==> config.mk <==
export PLATFORM = sky130hd
export DESIGN_NAME = imem_fetch_ctrl
export DESIGN_NICKNAME = d
export VERILOG_FILES = /design/src/rtl/imem_fetch_ctrl_pkg.sv /design/src/rtl/imem_fetch_ctrl_fetch_fifo.sv /design/src/rtl/imem_fetch_ctrl.sv
export SDC_FILE = /design/constraint.sdc
export NUM_CORES = 1
export LEC_CHECK = 0
export CAP_MARGIN = 20
export CORE_AREA = 2 2 122 124
export DETAILED_ROUTE_END_ITERATION = 8
export DIE_AREA = 0 0 124 126
export PLACE_DENSITY = 0.88
export SLEW_MARGIN = 20
export SYNTH_ARGS = -nofsm -noshare
export SYNTH_HDL_FRONTEND = slang
export SYNTH_SLANG_ARGS = --single-unit
==> constraint.sdc <==
create_clock -name clk -period 4.45 [get_ports clk]
set_input_delay 1.335 -clock clk [delete_from_list [all_inputs] [get_ports clk]]
set_output_delay 1.335 -clock clk [all_outputs]
set_load 0.01 [all_outputs]
==> src/rtl/imem_fetch_ctrl_pkg.sv <==
// Shared types for the instruction-fetch sequencer: FSM state encoding,
// architectural widths and the prefetch FIFO entry layout.
package imem_fetch_ctrl_pkg;

    localparam int XLEN        = 32;
    localparam int INSTR_BYTES = 4;

    typedef enum logic [1:0] {
        ST_IDLE  = 2'd0,
        ST_FETCH = 2'd1,
        ST_FAULT = 2'd2
    } fetch_state_t;

    typedef struct packed {
        logic [XLEN-1:0] pc;
        logic [XLEN-1:0] instr;
    } fifo_entry_t;

endpackage

==> src/rtl/imem_fetch_ctrl_fetch_fifo.sv <==
// Prefetch FIFO holding {pc, instr} pairs; flush wins over push/pop.
// Pointers carry one extra wrap bit so full and empty are distinguishable.
module imem_fetch_ctrl_fetch_fifo
    import imem_fetch_ctrl_pkg::*;
#(
    parameter int DEPTH = 2
) (
    input  logic        clk,
    input  logic        rst_n,
    input  logic        push,
    input  logic        pop,
    input  logic        flush,
    input  fifo_entry_t wdata,
    output fifo_entry_t rdata,
    output logic        full,
    output logic        empty
);

    localparam int AW = $clog2(DEPTH);

    fifo_entry_t   mem [DEPTH];
    logic [AW:0]   wptr;
    logic [AW:0]   rptr;

    assign empty = (wptr == rptr);
    assign full  = (wptr[AW] != rptr[AW]) && (wptr[AW-1:0] == rptr[AW-1:0]);
    assign rdata = mem[rptr[AW-1:0]];

    // Storage is cleared on reset so the head reads as zero out of reset.
    always_ff @(posedge clk or negedge rst_n) begin
        if (!rst_n) begin
            wptr <= '0;
            rptr <= '0;
            for (int i = 0; i < DEPTH; i++) begin
                mem[i] <= '0;
            end
        end else if (flush) begin
            wptr <= '0;
            rptr <= '0;
        end else begin
            if (push) begin
                mem[wptr[AW-1:0]] <= wdata;
                wptr              <= wptr + 1'b1;
            end
            if (pop) begin
                rptr <= rptr + 1'b1;
            end
        end
    end

endmodule

==> src/rtl/imem_fetch_ctrl.sv <==
// Instruction-fetch sequencer: drives the ROM address, buffers returned words
// in a prefetch FIFO. Optional FETCH_MISALIGN_CHECK_EN enables the FAULT state.
module imem_fetch_ctrl
    import imem_fetch_ctrl_pkg::*;
#(
    parameter logic [31:0] RESET_PC = 32'h0000_0000,
    parameter int          DEPTH    = 2
) (
    input  logic        clk,
    input  logic        rst_n,
    input  logic        start,
    input  logic        stop,
    input  logic        redirect,
    input  logic [31:0] redirect_pc,
    output logic [31:0] rom_addr,
    input  logic [31:0] rom_data,
    output logic        inst_valid,
    input  logic        inst_ready,
    output logic [31:0] inst_data,
    output logic [31:0] inst_pc,
    output logic        busy,
    output logic        fault,
    output logic [1:0]  state_dbg
);

    fetch_state_t    state;
    logic [XLEN-1:0] pc;
    logic [XLEN-1:0] redirect_tgt;
    logic            redirect_bad;
    logic            push;
    logic            pop;
    logic            flush;
    logic            fifo_full;
    logic            fifo_empty;
    fifo_entry_t     wr_entry;
    fifo_entry_t     head;

`ifdef FETCH_MISALIGN_CHECK_EN
    assign redirect_tgt = redirect_pc;
    assign redirect_bad = |redirect_pc[1:0];
`else
    assign redirect_tgt = redirect_pc & ~32'h3;
    assign redirect_bad = 1'b0;
`endif

    // Decode handshake: the head transfers on a cycle where inst_valid and
    // inst_ready are both high; the head stays stable while valid && !ready.
    assign pop   = inst_valid && inst_ready;
    assign flush = redirect || stop;
    assign push  = (state == ST_FETCH) && !flush && (!fifo_full || pop);

    assign wr_entry   = '{pc: pc, instr: rom_data};
    assign rom_addr   = pc;
    assign inst_valid = !fifo_empty;
    assign inst_data  = head.instr;
    assign inst_pc    = head.pc;
    assign state_dbg  = state;

    // Priority is redirect, then stop, then start; busy/fault track state.
    always_ff @(posedge clk or negedge rst_n) begin
        if (!rst_n) begin
            state <= ST_IDLE;
            pc    <= RESET_PC;
            busy  <= 1'b0;
            fault <= 1'b0;
        end else if (redirect) begin
            pc <= redirect_tgt;
            if (redirect_bad) begin
                state <= ST_FAULT;
                busy  <= 1'b0;
                fault <= 1'b1;
            end
        end else if (stop) begin
            state <= ST_IDLE;
            busy  <= 1'b0;
            fault <= 1'b0;
        end else if (start && ((state == ST_IDLE) ||
                               (state == ST_FAULT && pc[1:0] == 2'b00))) begin
            state <= ST_FETCH;
            busy  <= 1'b1;
            fault <= 1'b0;
        end else if (push) begin
            pc <= pc + XLEN'(INSTR_BYTES);
        end
    end

    imem_fetch_ctrl_fetch_fifo #(
        .DEPTH (DEPTH)
    ) u_fifo (
        .clk   (clk),
        .rst_n (rst_n),
        .push  (push),
        .pop   (pop),
        .flush (flush),
        .wdata (wr_entry),
        .rdata (head),
        .full  (fifo_full),
        .empty (fifo_empty)
    );

endmodule

==> results of run 1 <==
## synth_stat cells (4+ instances only)
cell / number
inv_1: 7
or4_1: 11
nand3_1: 20
nor4_1: 8
mux2_2: 180
dfrtp_1: 159
buf_2: 17
buf_4: 7
or2_2: 12
o311ai_0: 12
o41a_1: 4
nor2_1: 21
mux2_1: 6
xor2_1: 5
nand2_1: 28
o41ai_1: 5
nor2b_1: 10
and3_1: 5
nand4_1: 10
clkbuf_1: 28
a221o_1: 9
o211ai_1: 8
and4_1: 5
a31oi_1: 4
## path summary, 6_finish.rpt
kind	from	depth (start not counted)	to	slack, ps
max	u_fifo.rptr[0]	3	inst_pc[23]	700
min	u_fifo.mem[68]	1	u_fifo.mem[68]	480
max reg2reg	u_fifo.rptr[0]	4	u_fifo.mem[43]	1540
min reg2reg	u_fifo.mem[68]	1	u_fifo.mem[68]	480
max in group asynchronous	rst_n	2	u_fifo.mem[100]	2620
min in group asynchronous	rst_n	1	u_fifo.mem[7]	990
## per-layer routing
metal,global-route usage [%],up-vias
met5,0,-
met4,9.72,0
met3,6.48,45
met2,41.5,251
met1,29.4,2813
li1,-,2561
## power groups by stage
stage                     combinational [mW]  clock, mW  sequential (mW)
after CTS                               1.30       1.39             2.00
after global routing                    1.38       1.45             2.05
final                                   1.29       1.37             2.01
after global placement                  1.25          0             1.98
after floorplan                        0.691          0             1.95
after detailed placement                1.29          0             2.02
## flip-flops by register name, indices dropped and copies added (netlist names)
name,cells
u_fifo.rptr,2
u_fifo.mem,124
u_fifo.wptr,2
rom_addr,30
busy,1
## cell type report
cell class              instances  area share, %
well taps                     184           2.30
flip-flops and latches        159           39.7
multi-input cells             400           35.0
clock inverters                 5          0.575
clock buffers                  23           4.87
inverters                       7          0.262
repair buffers                175           17.3
## critical path: stages, from the launching register on
cell and delay, ps:
dfrtp_2 630, buf_4 450, mux2_2 390, clkdlybuf4s50_1 500
## logic make-up (layout without fill, tap and decap cells)
group           after synthesis  in the layout  synth area share (%)
flops                       159            159                  51.6
mux                         187            187                  27.3
compound gates               60             60                  6.69
fa+ha+maj                     1              1                 0.162
buf+inv                      59            210                  3.49
xor+xnor                      7              7                 0.796
other cells                   1              6                0.0487
simple gates                139            139                  9.87
==> impl_metrics.env, run 1 <==
export IMPL_detail_route_antenna_nets=0
export IMPL_yosysSeqAreaShare_pct=51.6
export IMPL_pwr_share_clk_pct=29.3
export IMPL_port_buffers=162
export IMPL_place_inst=925
export IMPL_post_dp_cell_area_sq_um=9470
export IMPL_cts_resized=0
export IMPL_worst_pin_slew_ps=1000
export IMPL_drtIter0Drc=420
export IMPL_end_kind="output port"
export IMPL_power_density_nw_per_um2=465
export IMPL_pre_cts_ws_ps=746
export IMPL_critPathArrivalTime_ps=2410
export IMPL_yosys_top_cells_area="dfrtp_1, mux2_2, clkbuf_1"
export IMPL_grt_usage_pct=24.4
export IMPL_cts_htree_levels=4
export IMPL_crit_fanout=29
export IMPL_p_leak_nw=4.20
export IMPL_cts_tree="built"
export IMPL_die_area_sq_um=15600
export IMPL_avgViaCountPerCell=5.95
export IMPL_regArea_sq_um=3980
export IMPL_fmax_ghz=0.267
export IMPL_layout_common_cells="mux2_2, clkdlybuf4s50_1, dfrtp_1, nand2_1, nor2_1"
export IMPL_critPathLaunchType="flop"
export IMPL_hp_class="flop to flop"
export IMPL_cts_buffer_depth=2
export IMPL_synth_distinct_cells=40
export IMPL_wl_per_cell_um=19.6
export IMPL_ioPinCount=171
export IMPL_yosysWarnings=0
export IMPL_antenna_found_initial=0
export IMPL_power_mw=4.66
export IMPL_overflow=0
export IMPL_setup_viol=0
export IMPL_finalWorstSetupSlack_ps=703
export IMPL_post_cts_setup_buffer_count=0
export IMPL_grt_pass1_wl_mm=30.1
export IMPL_combPwrFrac_pct=27.6
export IMPL_synth_seq_cells=159
export IMPL_multi_input_area_sq_um=3500
export IMPL_n_fill_cell=993
export IMPL_worstSetupPathType="flop to output port"
export IMPL_cts_sinks=159
export IMPL_layout_commonest_cell="mux2_2"
export IMPL_synth_edf_count=0
export IMPL_relSlewSlack_pct=33.1
export IMPL_finalSetupTns_ps=0
export IMPL_met3_length_mm=1.42
export IMPL_dr_wl_met2_mm=9.40
export IMPL_hold_viol=0
export IMPL_cts_root_buf="clkbuf_16"
export IMPL_rows=44
export IMPL_synth_ff_type="dfrtp_1"
export IMPL_final_core_util_pct=70.0
export IMPL_netlist_area_sq_um=7710
export IMPL_remaining_drc_errors=0
export IMPL_yosysTopAreaCell="dfrtp_1"
export IMPL_drv_slew=0
export IMPL_cts_hold_buf=0
export IMPL_syn2layout_area_growth_pct=30.0
export IMPL_finalInstanceArea_sq_um=10000
export IMPL_grt_pass1_vias=6053
export IMPL_switching_share_pct=26.5
export IMPL_antenna_diode_count=0
export IMPL_rsz0062_at_grt="false"
export IMPL_globalplace_congestion=0.799
export IMPL_routed_wl_mm=18.7
export IMPL_clock_skew_ps=11.5
export IMPL_synthArstFlopShare_pct=100
export IMPL_timing_final_crit_share_pct=84.2
export IMPL_routed_top_layer="met4"
export IMPL_peakVddDrop_mv=0.245
export IMPL_postSynthAreaPerCell_sq_um=12.6
export IMPL_start_util_pct=53.8
export IMPL_required_ps=3120
export IMPL_dr_pass1_iters=6
export IMPL_grt_max_degree=94
export IMPL_p_int_mw=3.42
export IMPL_seqPwrFrac_pct=43.1
export IMPL_wirelength_met1_mm=7.35
export IMPL_p_sw_mw=1.24
export IMPL_cts_inserted_buffers=17
export IMPL_clk_pin_slew_ps=60
export IMPL_drv_cap=0
export IMPL_drive_gt1_share_pct=31.1
export IMPL_synth_top_cell_area_share_pct=51.6
export IMPL_timing_final_crit_period_ps=3750
export IMPL_vias=5670
export IMPL_core_area_sq_um=14300
export IMPL_layout_nets=831
export IMPL_clock_latency_ps=420
export IMPL_fp_dieH_um=126
export IMPL_fin_cells=953
export IMPL_whs_ps=481
export IMPL_syn_inst=613
export IMPL_die_w_um=124
export IMPL_status="finished clean"
export IMPL_dp_hpwl_mm=12.2
(Power assumes the default switching activity.)
==> run 2, diff against run 1 <==
Settings changed: CORE_AREA 2 2 122 124 to 2 2 133 135, DIE_AREA 0 0 124 126 to 0 0 135 137, PLACE_DENSITY 0.88 to 0.79.
Clock period 4.45 ns to 3.2 ns, I/O delays scaled along.
==> impl_metrics.env, run 2 (synthesis gave the netlist of run 1 again) <==
export IMPL_path_depth=3
export IMPL_timing_final_crit_period_ps=3070
export IMPL_p_leak_nw=4.28
export IMPL_wl_per_cell_um=19.0
export IMPL_critical_path_buf_inv_count=1
export IMPL_vias=5689
export IMPL_die_w_um=135
export IMPL_p_int_mw=4.95
export IMPL_relSlewSlack_pct=53.7
export IMPL_finalInstanceArea_sq_um=10300
export IMPL_worstSetupPathType="flop to output port"
export IMPL_seqPwrFrac_pct=41.5
export IMPL_die_area_sq_um=18500
export IMPL_antenna_found_initial=2
export IMPL_dr_pass1_iters=4
export IMPL_grt_pass1_wl_mm=30.4
export IMPL_post_cts_setup_buffer_count=0
export IMPL_overflow=0
export IMPL_wirelength_met1_mm=8.07
export IMPL_grt_pass1_vias=6014
export IMPL_port_buffers=162
export IMPL_required_ps=2240
export IMPL_grt_max_degree=62
export IMPL_syn2layout_area_growth_pct=33.1
export IMPL_regMostFlops="u_fifo.mem"
export IMPL_avgViaCountPerCell=5.67
export IMPL_globalplace_congestion=0.803
export IMPL_cts_buffer_depth=2
export IMPL_cts_resized=0
export IMPL_status="finished clean"
export IMPL_remaining_drc_errors=0
export IMPL_layout_common_cells="mux2_2, clkdlybuf4s50_1, dfrtp_1, nand2_1, nor2_1"
export IMPL_cts_tree="built"
export IMPL_fmax_ghz=0.326
export IMPL_end_kind="output port"
export IMPL_dr_wl_met2_mm=9.37
export IMPL_rsz0062_at_grt="false"
export IMPL_cts_hold_buf=0
export IMPL_drive_gt1_share_pct=31.7
export IMPL_hp_class="flop to flop"
export IMPL_ioPinCount=171
export IMPL_worst_pin_slew_ps=693
export IMPL_worst_path_largest_cell_delay_ps=530
export IMPL_critPathArrivalTime_ps=2110
export IMPL_layout_commonest_cell="mux2_2"
export IMPL_rows=48
export IMPL_drv_cap=0
export IMPL_clock_latency_ps=420
export IMPL_power_density_nw_per_um2=652
export IMPL_fp_dieH_um=137
export IMPL_p_sw_mw=1.73
export IMPL_slowest_stage="clkdlybuf4s50_1"
export IMPL_cts_root_buf="clkbuf_16"
export IMPL_post_dp_cell_area_sq_um=9630
export IMPL_worst_r2r_path_depth=4
export IMPL_setup_viol=0
export IMPL_cts_htree_levels=4
export IMPL_detail_route_antenna_nets=0
export IMPL_regArea_sq_um=3980
export IMPL_drtIter0Drc=362
export IMPL_timing_final_crit_share_pct=96.0
export IMPL_crit_fanout=6
export IMPL_pwr_share_clk_pct=31.4
export IMPL_dp_hpwl_mm=12.8
export IMPL_routed_top_layer="met4"
export IMPL_routed_wl_mm=19.1
export IMPL_drv_slew=0
export IMPL_cts_sinks=159
export IMPL_finalSetupTns_ps=0
export IMPL_critPathLaunchType="flop"
export IMPL_combPwrFrac_pct=27.1
export IMPL_cts_inserted_buffers=17
export IMPL_start_util_pct=45.2
export IMPL_peakVddDrop_mv=0.374
export IMPL_critical_path_top_delay_family="buffers and inverters"
export IMPL_layout_nets=836
export IMPL_finalWorstSetupSlack_ps=129
export IMPL_pre_cts_ws_ps=238
export IMPL_grt_usage_pct=21.1
export IMPL_crit_chain="xor2_1 -> or2_2 -> clkdlybuf4s50_1"
export IMPL_clock_skew_ps=8.67
export IMPL_largest_reg_flops=124
export IMPL_switching_share_pct=25.9
export IMPL_whs_path_depth=1
export IMPL_clk_pin_slew_ps=60
export IMPL_hold_viol=0
export IMPL_n_fill_cell=1311
export IMPL_whs_ps=491
export IMPL_core_area_sq_um=17100
export IMPL_multi_input_area_sq_um=3500
export IMPL_met3_length_mm=1.36
[run 2: path summary, 6_finish.rpt]
check,start,endpoint,slack (ps)
worst max-delay path,u_fifo.wptr[0],inst_valid,130
worst min-delay path,u_fifo.mem[100],u_fifo.mem[100],490
worst max register to register,rom_addr[5],rom_addr[27],600
worst min register to register,u_fifo.mem[100],u_fifo.mem[100],490
max in group asynchronous,rst_n,u_fifo.mem[73],1960
min in group asynchronous,rst_n,u_fifo.mem[95],510
[run 2: area by class of cell]
type,count,share of cell area (%)
repair buffers,180,17.9
flip-flops and latches,159,38.8
multi-input cells,400,34.2
diodes,1,0.0244
well taps,225,2.75
clock buffers,24,4.80
clock inverters,8,1.24
inverters,7,0.256
[run 2: layer usage]
layer	track usage, %	vias to the layer above
met5	0	-
met4	7.47	0
met3	6.41	25
met2	35.5	189
met1	25.9	2900
li1	-	2575
[run 2: stage by stage]
stage / total power [mW] / utilization (%) / std cells
finish: 6.68 / 60.1 / 1004
global route: 7.02 / 60.1 / 1004
CTS: 6.75 / 60.1 / 1003
detailed placement: 4.62 / 56.5 / 971
global placement: 4.52 / 56.5 / 971
floorplan: 3.68 / - / 618
[run 2: worst register-to-register path, stage by stage (launching register included)]
cell,delay [ps]
dfrtp_1,580
nand4_2,250
or4_1,880
o41a_1,510
a221o_1,260
[run 2: power by group through the flow]
stage                     Combinational [mW]  Sequential (mW)  Clock [mW]
after detailed placement                1.82             2.81           0
after global placement                  1.77             2.75           0
after global routing                    1.94             2.84        2.24
after floorplan                        0.961             2.72           0
final                                   1.81             2.78        2.10
after CTS                               1.83             2.77        2.14
==> run 3, diff against run 2 <==
Settings changed: HOLD_SLACK_MARGIN from default to 0.08.
==> results of run 3 <==
Same layout as run 2: the final DEF is identical, and so are final timing and power.
==> variant, RTL diff (flow settings as in run 3) <==
Put one more register stage on the output `state_dbg`, with the module's reset. The value now appears one clock later. The other outputs are not delayed to match.
--- a/src/rtl/imem_fetch_ctrl.sv
+++ b/src/rtl/imem_fetch_ctrl.sv
@@ -54,7 +54,13 @@
     assign inst_valid = !fifo_empty;
     assign inst_data  = head.instr;
     assign inst_pc    = head.pc;
-    assign state_dbg  = state;
+    always_ff @(posedge clk or negedge rst_n) begin
+        if (!rst_n) begin
+            state_dbg <= '0;
+        end else begin
+            state_dbg <= state;
+        end
+    end
 
     // Priority is redirect, then stop, then start; busy/fault track state.
     always_ff @(posedge clk or negedge rst_n) begin
Check against the original RTL: not equivalent (a bounded check fails within 4 cycles, from zero or initial values and one cycle with rst_n low).
==> variant against run 3 <==
Area after synthesis rose by 0.21%; combinational power hardly changed; critical endpoint is now inst_data[30]; clock skew hardly changed; wire length increased by 1.1%; first-iteration DRC count grew 0.55%; final cell count is essentially flat; power grew 0.85%; design area increased by 0.20%; sequential cell count up 1; register-to-register slack lost 0.05 ns; setup slack improved by 0.050 ns.
==> variant: results (changes against run 3) <==
Worst setup path:
- The critical path data arrival time was 2.06 ns (was 2.11 ns).
- The number of cells traversed by the worst register-to-register path is 4 (unchanged).
- The worst-path maximum fanout is 29 (was 6).
- The startpoint of the most critical setup path is u_fifo.rptr[0]$_DFFE_PN0P_ (was u_fifo.wptr[0]$_DFFE_PN0P_).
- The worst-case register-to-register setup slack is 0.55 ns (was 0.60 ns).
- The delay of the slowest cell on the worst path is 0.49 ns (was 0.53 ns).
- The end point of the critical path was inst_data[30] (was inst_valid).
- The beginning of the worst register-to-register path is rom_addr[6]$_DFFE_PN0P_ (was rom_addr[5]$_DFFE_PN0P_).

Final layout:
- The number of antenna repair diodes was 0 (was 1).
- The number of filler cells placed in the layout came to 1,321 (was 1,311).
- The final non-filler cell total was 1,005 (was 1,004).
- The share of cells above drive strength 1 is 32.2% (was 31.7%).
- The number of nets in the finished design is 838 (was 836).

Placement:
- The global placement routability congestion was 0.800 (was 0.803).
- The total instance count after detailed placement is 973 (was 971).
- The estimated wirelength of the detail-placed design is 12,900 um (was 12,800 um).

Power and ir drop:
- The net switching power came to 1.77 mW (was 1.73 mW).
- The peak supply drop came to 0.403 mV (was 0.374 mV).
- The leakage power total is 4.30 nW (was 4.28 nW).

Timing:
- The worst clock skew is 0.00911 ns (was 0.00867 ns).
- The tightest slew margin relative to the limit is 49.2% (was 53.7%).
- The maximum operating frequency came to 331 MHz (was 326 MHz).

Status:
- Status: complete, no violations (unchanged).

Synth:
- The Yosys warning count is 0 (unchanged).
- The mean instance size in the synthesized netlist was 12.6 um2 (about the same).
- Leading post-synthesis cells by instance count: mux2_2 (180), dfrtp_1 (160), clkbuf_1 (28), nand2_1 (28), nor2_1 (21) (was mux2_2 (180), dfrtp_1 (159), clkbuf_1 (28), nand2_1 (28), nor2_1 (21)).
- Dominant cells by area after synthesis: dfrtp_1 (52%), mux2_2 (26%), clkbuf_1 (1.4%) (unchanged).
- The area share of the largest cell type after synthesis came to 51.8% (was 51.6%).

Drt:
- The average wire length per cell after detail routing is 19.2 um (was 19.0 um).
- The iteration count of the initial detailed-routing pass is 6 (was 4).
- The number of DRC markers in iteration 0 is 364 (was 362).
- The total number of vias was 5,772 (was 5,689).

GRT:
- The total routing usage reported by global routing is 21.5% (was 21.1%).
- The initial antenna violation count is 1 (was 2).
- The routing usage on met1 is 27.0% (was 25.9%).
- The global routing met3 resource utilization is 6.81% (was 6.41%).
- The pin count of the biggest net entering global routing came to 67 (was 62).
- The met2 layer usage reported by global route came to 35.6% (was 35.5%).
- The number of global-route vias before repair is 6,084 (was 6,014).
- The wire length of the first global-routing pass is 31,200 um (was 30,400 um).

CTS:
- The clock-pin transition on the worst setup and hold timing paths is 0.06 ns (about the same).

Hold path:
- The class of the worst hold path is in -> async (was reg -> reg).
[variant: final cells by class]
cell class                      instances  share of cell area (%)
Multi-Input combinational cell        400                    34.1
Inverter                                7                   0.256
Tap cell                              225                    2.74
Timing Repair Buffer                  181                    17.7
Clock buffer                           21                    4.68
Clock inverter                         11                    1.50
Sequential cell                       160                    39.0
[variant: through the flow]
stage	cell area, um2	hold WS (ns)
2_1_floorplan	7740	0.454
3_3_place_gp	9640	0.463
3_5_place_dp	9640	0.476
4_1_cts	10300	0.440
5_1_grt	10300	0.454
6_report	10300	0.438
[variant: metal layers]
| layer | vias up | routed length [um] |
|---|---|---|
| met5 | - | 0 |
| met4 | 0 | 229 |
| met3 | 24 | 1490 |
| met2 | 231 | 9370 |
| met1 | 2943 | 8240 |
| li1 | 2574 | - |
[variant: worst reg2reg max path, delay by kind of cell, from the launching register on]
kind,cells,cell delay (ns)
flip-flops,1,0.59
AND/OR/NAND/NOR,2,1.15
AO/OA/AOI/OAI,2,0.79
[variant: how the worst min path moves through the flow]
stage / end / slack (ns) / depth (start not counted)
2_1_floorplan: u_fifo.mem[100]$_DFFE_PN0P_ / 0.45 / 1
3_3_place_gp: u_fifo.mem[83]$_DFFE_PN0P_ / 0.46 / 1
3_5_place_dp: u_fifo.mem[111]$_DFFE_PN0P_ / 0.48 / 1
4_1_cts: u_fifo.mem[85]$_DFFE_PN0P_ / 0.44 / 1
5_1_grt: u_fifo.mem[85]$_DFFE_PN0P_ / 0.45 / 1
6_report: u_fifo.mem[85]$_DFFE_PN0P_ / 0.44 / 1
[variant: power by group through the flow]
stage,Sequential [mW],Combinational (mW),Clock [mW]
6_report,2.79,1.81,2.14
5_1_grt,2.85,1.95,2.28
4_1_cts,2.79,1.83,2.18
3_5_place_dp,2.82,1.82,0
3_3_place_gp,2.77,1.77,0
2_1_floorplan,2.73,0.957,0
[variant: cell families after synthesis]
family / synth area share [%]
and+or+nand+nor: 9.85
DFF: 51.8
other: 0.0486
AOI/OAI and AO/OA: 6.68
buffers and inverters: 3.37
xor gates and xnor gates: 0.794
muxes: 27.3
adders and majority gates: 0.162
